File: src/rtl/ps2_scancode_encoder.sv
// PS/2 set-2 scancode emitter: one key request in, one strobe per byte out, GAP_CYCLES idle cycles after each byte.
// First byte one cycle after accept; req_ready only in IDLE, no queuing. Define PS2_ENC_BREAK_EN to append break codes.
module ps2_scancode_encoder #(
    parameter int GAP_CYCLES = 4
) (
    input  logic       CLOCK_50,
    input  logic       reset,
    input  logic       req_valid,
    input  logic [3:0] req_key,
    output logic       req_ready,
    output logic [7:0] scancode,
    output logic       ps2_pressed,
    output logic       busy,
    output logic       err_key
);

    typedef enum logic [1:0] {IDLE, EMIT, GAP} state_t;

    localparam logic [7:0] GAP_LOAD = 8'(GAP_CYCLES - 1);

    state_t     state;
    logic [7:0] gap_cnt;
    logic [2:0] byte_idx;
    logic [3:0] key;

    function automatic logic [7:0] make_code(input logic [3:0] k);
        case (k)
            4'd0:    make_code = 8'h45;
            4'd1:    make_code = 8'h16;
            4'd2:    make_code = 8'h1E;
            4'd3:    make_code = 8'h26;
            4'd4:    make_code = 8'h25;
            4'd5:    make_code = 8'h2E;
            4'd6:    make_code = 8'h36;
            4'd7:    make_code = 8'h3D;
            4'd8:    make_code = 8'h3E;
            4'd9:    make_code = 8'h46;
            4'd10:   make_code = 8'h5A;
            4'd11:   make_code = 8'h76;
            4'd12:   make_code = 8'h74;
            default: make_code = 8'h00;
        endcase
    endfunction

    function automatic logic [2:0] seq_len(input logic [3:0] k);
`ifdef PS2_ENC_BREAK_EN
        seq_len = (k == 4'd12) ? 3'd5 : 3'd3;
`else
        seq_len = (k == 4'd12) ? 3'd2 : 3'd1;
`endif
    endfunction

    // Right arrow is the only extended key; its bytes carry the E0 prefix.
    function automatic logic [7:0] seq_byte(input logic [3:0] k, input logic [2:0] idx);
        logic [7:0] mk;
        mk       = make_code(k);
        seq_byte = mk;
        if (k == 4'd12) begin
            case (idx)
                3'd0:    seq_byte = 8'hE0;
                3'd2:    seq_byte = 8'hE0;
                3'd3:    seq_byte = 8'hF0;
                default: seq_byte = mk;
            endcase
        end else if (idx == 3'd1) begin
            seq_byte = 8'hF0;
        end
    endfunction

    assign req_ready = (state == IDLE);
    assign busy      = (state != IDLE);

    always_ff @(posedge CLOCK_50) begin
        if (reset) begin
            state       <= IDLE;
            scancode    <= 8'h00;
            ps2_pressed <= 1'b0;
            err_key     <= 1'b0;
            gap_cnt     <= 8'd0;
            byte_idx    <= 3'd0;
            key         <= 4'd0;
        end else begin
            ps2_pressed <= 1'b0;
            err_key     <= 1'b0;
            case (state)
                IDLE: begin
                    if (req_valid) begin
                        if (req_key <= 4'd12) begin
                            key         <= req_key;
                            byte_idx    <= 3'd0;
                            scancode    <= seq_byte(req_key, 3'd0);
                            ps2_pressed <= 1'b1;
                            state       <= EMIT;
                        end else begin
                            err_key <= 1'b1;
                        end
                    end
                end
                EMIT: begin
                    gap_cnt  <= GAP_LOAD;
                    byte_idx <= byte_idx + 3'd1;
                    state    <= GAP;
                end
                GAP: begin
                    if (gap_cnt != 8'd0) begin
                        gap_cnt <= gap_cnt - 8'd1;
                    end else if (byte_idx == seq_len(key)) begin
                        byte_idx <= 3'd0;
                        state    <= IDLE;
                    end else begin
                        scancode    <= seq_byte(key, byte_idx);
                        ps2_pressed <= 1'b1;
                        state       <= EMIT;
                    end
                end
                default: state <= IDLE;
            endcase
        end
    end

endmodule

File: config.mk
export PLATFORM = sky130hd
export DESIGN_NAME = ps2_scancode_encoder
export DESIGN_NICKNAME = d
export VERILOG_FILES = /design/src/rtl/ps2_scancode_encoder.sv
export SDC_FILE = /design/constraint.sdc
export NUM_CORES = 1
export LEC_CHECK = 0
export ABC_AREA = 0
export CORE_ASPECT_RATIO = 1.25
export CORE_UTILIZATION = 55
export CTS_CLUSTER_SIZE = 40
export DETAILED_ROUTE_END_ITERATION = 12
export PLACE_DENSITY = 0.83
export SLEW_MARGIN = 30
export SYNTH_ARGS = -nofsm -noshare
export SYNTH_HDL_FRONTEND = slang
export SYNTH_SLANG_ARGS = --single-unit
export TNS_END_PERCENT = 50
File: constraint.sdc
create_clock -name CLOCK_50 -period 3.3 [get_ports CLOCK_50]
set_input_delay 0.99 -clock CLOCK_50 [delete_from_list [all_inputs] [get_ports CLOCK_50]]
set_output_delay 0.99 -clock CLOCK_50 [all_outputs]
set_load 0.005 [all_outputs]
==> out/metrics.cfg <==
[floorplanning]
start_util_pct = 58.5
core_area_um2 = 3280
die-width_um = 54.8
die_area_um2 = 3730
io_pins = 19
die_h_um = 68.0
rows = 23

[clock_tree]
numCtsBuffers = 5
postCtsSetupBuffers = 0
clockBufferDepth = 2
ctsResizeCount = 0
clock-sinks = 34
cts-htree-levels = 2
hold_buffers = 0
cts_tree = built
cts.clk_slew.worst_paths_ns = 0.07
cts-root-buf = clkbuf_8
insertion_delay_ns = 0.29

[sta]
fmax_mhz = 325
max_slew_margin_pct = 47.8
worst_slew_pin_slew_ns = 0.781
post-route-period-util_pct = 93.1
finalSetupTns_ns = 0
setup_ws_ns = 0.228
fin_crit_ns = 3.07
finalMaxSlewViolations = 0
clock_skew_ns = 0.00587
setup_viol = 0
hold_violations = 0
rsz0062_at_grt = no

[grt]
grt_max_degree = 15
first_global_vias = 1554
grt_first_pass_wirelength_um = 6840
antenna_found_initial = 0
track_usage_pct = 26.0
grt_overflow = 0

[setup_path]
critical_path_class = input port to flip-flop
path_max_fanout = 6
required_ns = 3.52
cp-start-kind = input port
setup.worst_path.end_class = flip-flop
arrival_ns = 3.29

[place]
port_buffers = 18
post-place-ws_ns = -0.0671
place_congestion = 0.843
place_inst = 286
place_area_um2 = 2230
dp_hpwl_um = 3020

[logic_synthesis]
synth_edf_count = 0
async_reset_ff_share_pct = 0
syn_inst = 225
synthDistinctLibCells = 50
yosysSeqAreaShare_pct = 35.5
synth_ff_type = dfxtp_1
syn_nets = 246
synthesis.area_um2 = 1920
ys_ff_latch = 34
yosysWarnings = 0
syn_avg_cell_area_um2 = 8.53

[power]
p_leak_nw = 0.886
switching_power_mw = 0.320
internal_power_mw = 0.728
power_density_nw_per_um2 = 455
pwr-share-seq_pct = 45.6
power.share.clock_pct = 28.6
sw_frac_of_total_pct = 30.5
combPwrFrac_pct = 25.8
peakVddDrop_uv = 368

[cells_and_area]
fin_cells = 293
nets = 277
final_cell_area_um2 = 2310
syn_to_final_growth_pct = 20.1
drive_above_1_share_pct = 14.5
fill_cells = 286
n_antenna_cell = 0

[detailed_routing]
antenna_left = 0
viasPerCell = 5.83
dr.pass1.iters = 4
wirelength_um = 4160
drtIter0Drc = 44
wl_per_cell_um = 14.2
drc = 0
vias = 1707

[run]
maxCapViolCount = 0

[status]
outcome = finished clean

[hold_path]
hold_path.class = flip-flop to flip-flop

## metrics by stage
stage                     utilization, %  power, mW  hold slack, ns
final                               70.3       1.05           0.457
after global routing                70.3       1.11           0.484
after CTS                           70.3       1.06           0.463
after detailed placement            67.8      0.756           0.455
after global placement              67.8      0.748           0.440
after floorplan                        -      0.651           0.448
## per-layer routing
metal  part of all wire, %  up-vias  wire length [um]  global-route usage [%]
met5                     0        -                 0                       0
met4                   3.3        0               136                    15.7
met3                   4.1       14               169                    5.56
met2                    47       47              1940                    41.3
met1                    46      781              1910                    31.2
li1                      -      865                 -                       -
## critical path: stages
cell and delay, ns:
clkdlybuf4s50_1 0.44, inv_1 0.09, ha_1 0.15, and3b_1 0.23, or3_1 0.43, a21oi_4 0.15
inv_1 0.08, ha_1 0.32, or2_0 0.23, a31oi_1 0.17
## cells in the mapped netlist (3+ instances only)
library cell	number	area [um2]
a211oi_1	5	37.5
a21oi_1	15	75.1
a311oi_1	4	35.0
buf_2	5	25.0
clkbuf_1	6	22.5
dfxtp_1	34	681
ha_1	14	175
inv_1	12	45.0
mux2_2	4	45.0
mux2i_1	3	30.0
nand2_1	9	33.8
nand2b_1	5	31.3
nand3_1	7	35.0
nand3b_1	4	30.0
nor2_1	25	93.8
nor2b_1	4	25.0
nor3_1	11	55.1
nor3b_1	4	30.0
o21ai_0	13	65.1
xor2_1	3	26.3
## power by group through the flow
stage	logic (mW)	clock network [mW]	registers, mW
after global placement	0.262	0	0.486
after CTS	0.270	0.307	0.478
after global routing	0.301	0.324	0.484
after detailed placement	0.268	0	0.487
final	0.270	0.300	0.478
after floorplan	0.170	0	0.481
## path summary, 6_finish.rpt
path	cells after the start	startpoint	endpoint	slack [ns]
worst max-delay path	10	req_key[1]	flip-flop	0.23
worst min-delay path	2	scancode[6]$_SDFFE_PP0P_	scancode[6]$_SDFFE_PP0P_	0.46
worst max register to register	7	state[0]$_SDFFE_PP0P_	flip-flop	1.07
worst min register to register	2	scancode[6]$_SDFFE_PP0P_	scancode[6]$_SDFFE_PP0P_	0.46
## kinds of logic after synthesis
| logic type | count (synthesis) | synth area share (%) |
|---|---|---|
| AND/OR/NAND/NOR | 84 | 23.6 |
| multiplexers | 7 | 3.91 |
| XOR/XNOR | 4 | 1.83 |
| adder cells (fa/ha/maj) | 14 | 9.13 |
| AO/OA/AOI/OAI | 57 | 20.5 |
| flip-flops | 34 | 35.5 |
| buffers and inverters | 25 | 5.61 |
## cell usage in the layout, fill, tap and decap left out, types with 2 or more instances in the layout
master | netlist | final
o21ai_0 | 13 | 13
ha_1 | 14 | 14
and2_1 | 2 | 2
clkdlybuf4s50_1 | 0 | 18
xor2_1 | 3 | 3
nand2_1 | 9 | 9
a21oi_1 | 15 | 15
o311ai_0 | 2 | 2
nor2_1 | 25 | 25
mux2_2 | 4 | 4
a311oi_1 | 4 | 4
nand3b_1 | 4 | 4
a211oi_1 | 5 | 5
buf_4 | 2 | 19
nor3_1 | 11 | 11
nand2b_1 | 5 | 5
or3_1 | 2 | 2
nand3_1 | 7 | 7
o211ai_1 | 2 | 2
nor3b_1 | 4 | 4
nand4_1 | 2 | 2
inv_1 | 12 | 12
nor2b_1 | 4 | 4
clkbuf_8 | 0 | 5
dfxtp_1 | 34 | 34
mux2i_1 | 3 | 3
a31oi_1 | 2 | 2
a21oi_4 | 2 | 2
## final cells by class
type                       count  area [um2]  share of cell area [%]
multi-input combinational    166        1130                    49.1
timing repair buffer          37         323                    14.0
sequential                    34         681                    29.5
tap                           37        46.3                    2.01
clock buffer                   6        72.6                    3.15
clock inverter                 1        7.51                   0.326
inverter                      12        45.0                    1.95
Power figures use the tool's default switching activity.
